$ cat config.mk
export PLATFORM = sky130hd
export DESIGN_NAME = tri_line_rx
export DESIGN_NICKNAME = d
export VERILOG_FILES = /design/src/rtl/tri_line_pkg.sv /design/src/rtl/line_sync.sv /design/src/rtl/tri_line_rx.sv
export SDC_FILE = /design/constraint.sdc
export NUM_CORES = 1
export LEC_CHECK = 0
export ABC_CLOCK_PERIOD_IN_PS = 2500
export BUFFER_PORTS_ARGS = -buffer_cell sky130_fd_sc_hd__buf_2
export CORE_MARGIN = 4
export CORE_UTILIZATION = 57
export CTS_CLUSTER_DIAMETER = 60
export DETAILED_ROUTE_END_ITERATION = 6
export GPL_TIMING_DRIVEN = 0
export PLACE_DENSITY = 0.79
export SLEW_MARGIN = 25
export SYNTH_ARGS = -nofsm -noshare
export SYNTH_HDL_FRONTEND = slang
export SYNTH_SLANG_ARGS = --single-unit
$ cat constraint.sdc
create_clock -name clk -period 2.5 [get_ports clk]
set_input_delay 0.5 -clock clk [delete_from_list [all_inputs] [get_ports clk]]
set_output_delay 0.5 -clock clk [all_outputs]
set_load 0.005 [all_outputs]
$ cat src/rtl/tri_line_pkg.sv
// Shared types and defaults for the single-wire tri-state line.
// Used by the receiver here and by the matching transmitter.
package tri_line_pkg;

    localparam int DATA_W_DEF       = 8;
    localparam int CLKS_PER_BIT_DEF = 16;

    typedef enum logic [1:0] {
        IDLE,
        START,
        DATA,
        STOP
    } rx_state_t;

endpackage

$ cat src/rtl/line_sync.sv
// Two-flop synchronizer for the shared line, idle-high reset.
// Outputs the synced level and a one-cycle falling-edge pulse.
module line_sync (
    input  logic clk,
    input  logic resetN,
    input  wire  line_inN,
    output logic level,
    output logic fall
);

    logic sync1;
    logic sync2;
    logic sync2_d;

    // Only a solid 0 counts as low; Z/X fall into the else branch.
    always_ff @(posedge clk) begin
        if (!resetN) begin
            sync1   <= 1'b1;
            sync2   <= 1'b1;
            sync2_d <= 1'b1;
        end else begin
            if (line_inN == 1'b0)
                sync1 <= 1'b0;
            else
                sync1 <= 1'b1;
            sync2   <= sync1;
            sync2_d <= sync2;
        end
    end

    assign level = sync2;
    assign fall  = sync2_d & ~sync2;

endmodule

$ cat src/rtl/tri_line_rx.sv
// Receiver for the inverting single-wire line: mid-bit sampling,
// LSB-first deserialization, stop-bit check, one word per frame.
module tri_line_rx
    import tri_line_pkg::*;
#(
    parameter int DATA_W       = DATA_W_DEF,
    parameter int CLKS_PER_BIT = CLKS_PER_BIT_DEF
) (
    input  logic              clk,
    input  logic              resetN,
    input  wire               line_inN,
    output logic [DATA_W-1:0] data_out,
    output logic              data_valid,
    output logic              frame_err,
    output logic              busy
);

    localparam int CNT_W = $clog2(CLKS_PER_BIT);
    localparam int BIT_W = $clog2(DATA_W + 1);

    localparam logic [CNT_W-1:0] HALF_LAST = CNT_W'(CLKS_PER_BIT / 2 - 1);
    localparam logic [CNT_W-1:0] BIT_LAST  = CNT_W'(CLKS_PER_BIT - 1);
    localparam logic [BIT_W-1:0] DATA_LAST = BIT_W'(DATA_W - 1);

    logic level;
    logic fall;

    rx_state_t         state,   state_n;
    logic [CNT_W-1:0]  clk_cnt, clk_cnt_n;
    logic [BIT_W-1:0]  bit_cnt, bit_cnt_n;
    logic [DATA_W-1:0] shift_q, shift_n;
    logic [DATA_W-1:0] dout_n;
    logic              valid_n;
    logic              err_n;

    line_sync u_sync (
        .clk      (clk),
        .resetN   (resetN),
        .line_inN (line_inN),
        .level    (level),
        .fall     (fall)
    );

    always_ff @(posedge clk) begin
        if (!resetN) begin
            state      <= IDLE;
            clk_cnt    <= '0;
            bit_cnt    <= '0;
            shift_q    <= '0;
            data_out   <= '0;
            data_valid <= 1'b0;
            frame_err  <= 1'b0;
        end else begin
            state      <= state_n;
            clk_cnt    <= clk_cnt_n;
            bit_cnt    <= bit_cnt_n;
            shift_q    <= shift_n;
            data_out   <= dout_n;
            data_valid <= valid_n;
            frame_err  <= err_n;
        end
    end

    // A held-low line after a bad stop never produces a fall pulse,
    // so IDLE naturally waits for the line to return high.
    always_comb begin
        state_n   = state;
        clk_cnt_n = clk_cnt;
        bit_cnt_n = bit_cnt;
        shift_n   = shift_q;
        dout_n    = data_out;
        valid_n   = 1'b0;
        err_n     = 1'b0;
        unique case (state)
            IDLE: begin
                if (fall) begin
                    state_n   = START;
                    clk_cnt_n = '0;
                    bit_cnt_n = '0;
                end
            end
            START: begin
                if (clk_cnt == HALF_LAST) begin
                    clk_cnt_n = '0;
                    state_n   = level ? IDLE : DATA;
                end else begin
                    clk_cnt_n = clk_cnt + 1'b1;
                end
            end
            DATA: begin
                if (clk_cnt == BIT_LAST) begin
                    clk_cnt_n = '0;
                    // Right shift lands the first bit in the LSB.
                    shift_n   = {~level, shift_q[DATA_W-1:1]};
                    if (bit_cnt == DATA_LAST) begin
                        bit_cnt_n = '0;
                        state_n   = STOP;
                    end else begin
                        bit_cnt_n = bit_cnt + 1'b1;
                    end
                end else begin
                    clk_cnt_n = clk_cnt + 1'b1;
                end
            end
            STOP: begin
                if (clk_cnt == BIT_LAST) begin
                    clk_cnt_n = '0;
                    state_n   = IDLE;
                    if (level) begin
                        dout_n  = shift_q;
                        valid_n = 1'b1;
                    end else begin
                        err_n = 1'b1;
                    end
                end else begin
                    clk_cnt_n = clk_cnt + 1'b1;
                end
            end
            default: state_n = IDLE;
        endcase
    end

    assign busy = (state != IDLE);

endmodule

==> results of run 1 <==
metrics by stage:
step | total power, W | hold WS, ns | cells | utilization
finish | 0.000817 | 0.354 | 173 | 0.690
global route | 0.000855 | 0.354 | 173 | 0.690
CTS | 0.000828 | 0.347 | 173 | 0.690
detailed placement | 0.000543 | 0.393 | 166 | 0.662
global placement | 0.000541 | 0.395 | 166 | 0.662
floorplan | 0.000533 | 0.386 | 126 | -
worst max-delay path, delay by kind of cell (launching register included):
family | cells | cell delay (ns)
buf+inv | 3 | 0.45
flops | 1 | 0.30
simple gates | 1 | 0.26
where the power goes:
group	switching [W]	internal [W]	total, W	leakage, nW
Sequential	0.00000312	0.000497	0.000501	0.250
Clock	0.000156	0.000130	0.000286	0.0341
Combinational	0.0000191	0.0000111	0.0000302	0.328
cell families after synthesis:
logic type	Yosys count
multiplexers	17
AO/OA/AOI/OAI	16
AND/OR/NAND/NOR	49
flip-flops	31
buffers and inverters	9
adder cells (fa/ha/maj)	2
XOR/XNOR	2
cell type report:
| class | instances | area (sq um) |
|---|---|---|
| Buffer | 5 | 28.8 |
| Clock buffer | 6 | 51.3 |
| Multi-Input combinational cell | 86 | 576 |
| Timing Repair Buffer | 13 | 65.1 |
| Clock inverter | 1 | 5.00 |
| Fill cell | 166 | 627 |
| Tap cell | 27 | 33.8 |
| Sequential cell | 31 | 621 |
| Inverter | 4 | 15.0 |
state kept, by name, indices dropped and copies added (netlist names), named ones only:
| signal | flops |
|---|---|
| state | 1 |
| data_valid | 1 |
| shift_q | 8 |
| clk_cnt | 4 |
| frame_err | 1 |
| u_sync.level | 1 |
| u_sync.sync1 | 1 |
| bit_cnt | 4 |
| u_sync.sync2_d | 1 |
| data_out | 8 |
how the worst max path moves through the flow:
stage                     cells past startpoint                       to
final                                         4                     busy
after global routing                          4                     busy
after CTS                                     4                     busy
after detailed placement                      5  clk_cnt[3]$_SDFFE_PN0P_
after global placement                        5    state[0]$_SDFFE_PN0P_
after floorplan                               5                flip-flop
cell usage after synthesis, types with 2 or more instances:
cell type,count,area share
dfxtp_1,31,0.50
nor2_1,26,0.079
mux2i_1,17,0.14
a21oi_1,5,0.020
inv_1,4,0.012
nand2_1,4,0.012
o21ai_0,4,0.016
nand2b_1,3,0.015
buf_2,2,0.0081
clkbuf_1,2,0.0061
ha_1,2,0.020
nand3_1,2,0.0081
nand4b_1,2,0.014
xnor2_1,2,0.014
layer usage:
metal	vias to the layer above	wire (microns)	share of wire	global-route usage
met3	5	113	0.053	0.0817
met1	422	1040	0.49	0.217
met4	0	46	0.022	0.0622
met2	17	919	0.43	0.266
met5	-	0	0	0
li1	474	-	-	-
==> metrics.txt, run 1 <==
status=finished, final reports clean; Post-synth EDFFs=0; Setup Slack @ Placement=between 0.8 and 0.9 ns; most frequent cells in the layout=dfxtp_1, nor2_1, mux2i_1, buf_2; hold-fix buffer count after cts=0; GR Util All Layers=0.176; Hold EP=u_sync.sync1$_SDFF_PN1_; total core area=0.00202 sq mm; Port Buffers=13; CP dominant cell by count=buf_2; Remaining DRCs=0; Syn Nets=between 100 and 150; data required time of the critical path=around 2 ns; vias per cell=approximately 5.3; Reg2Reg Capture Point=clk_cnt[3]$_SDFFE_PN0P_; P&R area growth vs syn=12.5%; DR vias=918; I/O pins=14; global-route wire length before repair=3670 microns; Synth Area in XOR/XNOR=0.0141; clk root buf=clkbuf_4; FFs w/ async S/R, synth=0; initial DRC count=16; placed inst area=between 0.001 and 0.0015 sq mm; Yosys Warn Count=0; clk sinks=31; post-synthesis sequential area ratio=0.501; number of core rows=16; clk buf depth=2; Post-CTS Setup Repair Bufs=0; die width=around 55 microns; power per cell area=around 600 mW/mm^2; die height=between 50 and 60 microns; final setup slack of the worst path=around 0.66 ns; reg-to-reg critical path startpoint=clk_cnt[0]$_SDFFE_PN0P_; Avg Inst Size Synth=9.84 sq um; worst hold start=line_inN; combinational family with the most area after synthesis=simple AND/OR/NAND/NOR gates; critical path cell sequence=buf_2 -> nor2_1 -> inv_1 -> buf_2; Final ANT Viol Nets=0; complex-gate fraction of the synthesized area=0.0888; peak supply drop=a little under 0.0005 V; number of synthesized register bits=31; Reg2Reg Depth=5; Slew headroom=0.702; slowest cell delay on critical path=0.30 ns; vias in the first global route=between 800 and 900; endpoints failing setup=0; Post-Synthesis Cell Area=0.00124 sq mm; Slew Limit Fails=0; Num CTS Buffers=5; critical path launch point type=flip-flop; clk slew on worst S/H paths=approximately 0.09 ns; Netlist cell types=34; Most used DFF post-synth=dfxtp_1; crit path capture type=primary output; cts repair resizes=0; reg2reg setup slack=0.77 ns; Starting Density=0.613; 1st-pass router iterations=4; n_diodes=0; CTS tree=built; final hold violations=0; pin count of the biggest net entering global routing=11; arrival time worst endpoint=1.34 ns; mux share of post-synthesis cell area=0.137; crit path from=state[0]$_SDFFE_PN0P_; GRT overflow=0; Post-Syn Instances=126; CTS H-Tree Depth=2; Final min period=1.84 ns; Worst-Skew Late Latency=approximately 0.33 ns; P_leak=around 0.6 nW; Sum Neg Setup Slack=0 ns; worst min-delay path class=primary input to flip-flop; Post-Synth Simple-Gate Area=0.204; post-route clock period utilization=0.735; CP max FO=8; Nets=~150; drt wl/cell=around 12 microns; DP Wirelength=approximately 1500 microns; post-synthesis adder-cell area fraction=0.0202; final instance area=0.00140 sq mm; # Max-Cap Violations=0; most common cell after layout, fill and taps aside=dfxtp_1; Worst Path Class, Setup=flip-flop to primary output; Hold Path Cell Cnt=2; total routed wirelength=roughly 2100 microns; RSZ-0062 raised after global routing=false; die area=approximately 0.0030 sq mm; Max Clk Rate=~540 MHz; Slew @ Worst Pin=0.446 ns; CP max-delay cell=dfxtp_1; gpl congestion=between 0.8 and 0.9; Worst Skew=between 0.005 and 0.006 ns; share of cells above drive strength 1=0.192; antenna violations before repair=0
Note: power is estimated with default switching activity, not from simulation.
==> run 2: changes to the inputs <==
Settings changed: ABC_AREA set to 1, ABC_CLOCK_PERIOD_IN_PS 2500 to 1700, CORE_UTILIZATION 57 to 55, PLACE_DENSITY 0.79 to 0.77.
Clock period 2.5 ns to 1.7 ns, I/O delays scaled along.
==> metrics.txt, run 2 <==
Hold WS=about 0.20 ns; arrival time worst endpoint=roughly 1.2 ns; Remaining DRCs=0; worst min-delay path class=primary input to flip-flop; GRT overflow=0; top cell type's share of synthesized area=0.494; Post-Syn Instances=~170; 1st-pass router iterations=4; CP max-delay cell=dfxtp_1; most common cell after layout, fill and taps aside=nand2_1; Num CTS Buffers=5; most frequent cells after synthesis=nand2_1, dfxtp_1, nor2_1; P&R area growth vs syn=12.6%; area leader, netlist=dfxtp_1; global-route wire length before repair=between 4000 and 5000 microns; P_leak=just under 0.6 nW; Worst-Skew Late Latency=about 0.33 ns; Nets=approximately 190; clk root buf=clkbuf_4; vias in the first global route=approximately 1.1k; Cell Count, Final, Fillers Out=217; post-synthesis sequential area ratio=0.494; # Max-Cap Violations=0; peak supply drop=~0.00046 V; most numerous cell in the Yosys netlist=nand2_1; reg2reg setup slack=around 0.24 ns; Post-Synthesis Cell Area=0.00126 sq mm; final hold violations=0; kind of cell adding the most delay to the critical path=flip-flops; Final ANT Viol Nets=0; hold-fix buffer count after cts=0; Port Buffers=13; RSZ-0062 raised after global routing=false; endpoints failing setup=0; vias per cell=between 5 and 6; Netlist cell types=20; die area=roughly 0.0031 sq mm; critical path cell sequence=nor2_1 -> inv_1 -> buf_2; drt wl/cell=about 12 microns; clk buf depth=2; share of cells above drive strength 1=0.169; Starting Density=0.573; most frequent cells in the layout=nand2_1, dfxtp_1, nor2_1, nand3_1, a21oi_1; Worst path depth=3; Slew headroom=0.693; Reg2Reg Depth=6; slowest cell delay on critical path=between 0.3 and 0.4 ns; power per cell area=about 850 mW/mm^2; reg-to-reg critical path startpoint=clk_cnt[0]$_SDFFE_PN0P_; CTS H-Tree Depth=2; DR vias=about 1.1k; GR Util All Layers=0.189; antenna violations before repair=0; number of synthesized register bits=31; final setup slack of the worst path=about 0.21 ns; Max Clk Rate=around 670 MHz; Syn Nets=between 150 and 200; Most used DFF post-synth=dfxtp_1; Slew @ Worst Pin=0.460 ns; number of core rows=17; gpl congestion=roughly 0.76; largest registers=data_out (8), shift_q (8); die height=between 50 and 60 microns; total routed wirelength=~2600 microns; total core area=between 0.002 and 0.0025 sq mm; placed inst area=approximately 0.0014 sq mm; Slew Limit Fails=0; Worst setup endpoint=busy; status=finished, final reports clean; Worst Skew=approximately 0.0047 ns; data required time of the critical path=between 1 and 1.5 ns; critical path launch point type=flip-flop; Post-synth EDFFs=0; Avg Inst Size Synth=approximately 7.5 sq um; synth top area cells=dfxtp_1, nand2_1, nor2_1; pin count of the biggest net entering global routing=11; Setup Slack @ Placement=around 0.16 ns; DP Wirelength=approximately 1900 microns; clk sinks=31; I/O pins=14; clk slew on worst S/H paths=0.09 ns; die width=around 56 microns; CP max FO=6; n_diodes=0; initial DRC count=19; final instance area=0.00141 sq mm; Sum Neg Setup Slack=0 ns; Final min period=1.49 ns; CTS tree=built; Yosys Warn Count=0; Worst Path Buf+Inv=2; Reg2Reg Capture Point=data_out[4]$_SDFFE_PN0P_; post-route clock period utilization=0.879; Worst Path Class, Setup=flip-flop to primary output; dpl cells=around 210; FFs w/ async S/R, synth=0; crit path capture type=primary output
[run 2: what timing repair did]
item,4_1_cts,5_1_grt
endpoints found under the setup margin,0,2
buffers inserted,0,1
resized for setup,0,0
[run 2: area by class of cell]
type                       instances  area, sq um
timing repair buffer              14         72.6
clock buffer                       7         45.0
fill                             187          777
inverter                          14         57.6
tap                               28         35.0
sequential                        31          621
multi-input combinational        118          554
buffer                             4         23.8
clock inverter                     1         5.00
[run 2: power by group]
group / switching, W / total (W) / internal, W
Clock: 0.000243 / 0.000404 / 0.000161
Sequential: 0.00000561 / 0.000739 / 0.000733
Combinational: 0.0000388 / 0.0000559 / 0.0000171
[run 2: worst register-to-register path, stage by stage (launching register included)]
cell and delay, ns:
dfxtp_1 0.39, ha_1 0.23, nand3_1 0.19, nor2_4 0.20
buf_4 0.16, nand3_1 0.07, a21oi_1 0.15
[run 2: worst min-delay path by stage]
| stage | startpoint | endpoint | slack [ns] | cells after the start |
|---|---|---|---|---|
| detailed placement | u_sync.sync1$_SDFF_PN1_ | u_sync.level$_SDFF_PN1_ | 0.41 | 1 |
| CTS | line_inN | u_sync.sync1$_SDFF_PN1_ | 0.20 | 2 |
| finish | line_inN | u_sync.sync1$_SDFF_PN1_ | 0.20 | 2 |
| global placement | u_sync.sync1$_SDFF_PN1_ | u_sync.level$_SDFF_PN1_ | 0.40 | 1 |
| global route | line_inN | u_sync.sync1$_SDFF_PN1_ | 0.19 | 2 |
| floorplan | u_sync.sync1$_SDFF_PN1_ | u_sync.level$_SDFF_PN1_ | 0.39 | 1 |
[run 2: routing by layer]
metal  vias to the layer above  share of wire  GRT usage
met3                         7          0.045     0.0650
li1                        581              -          -
met4                         0          0.017     0.0625
met5                         -              0          0
met1                       529           0.41      0.207
met2                        23           0.53      0.338
[run 2: cells by family after synthesis]
group | Yosys count | share of synthesized area
flip-flops | 31 | 0.494
XOR/XNOR | 1 | 0.00697
adder cells (fa/ha/maj) | 2 | 0.0199
AND/OR/NAND/NOR | 86 | 0.293
buffers and inverters | 18 | 0.0647
AO/OA/AOI/OAI | 29 | 0.122
[run 2: through the flow]
stage	total power (W)	utilization
6_report	0.00120	0.645
5_1_grt	0.00126	0.645
4_1_cts	0.00121	0.642
3_5_place_dp	0.000811	0.619
3_3_place_gp	0.000809	0.619
2_1_floorplan	0.000794	-
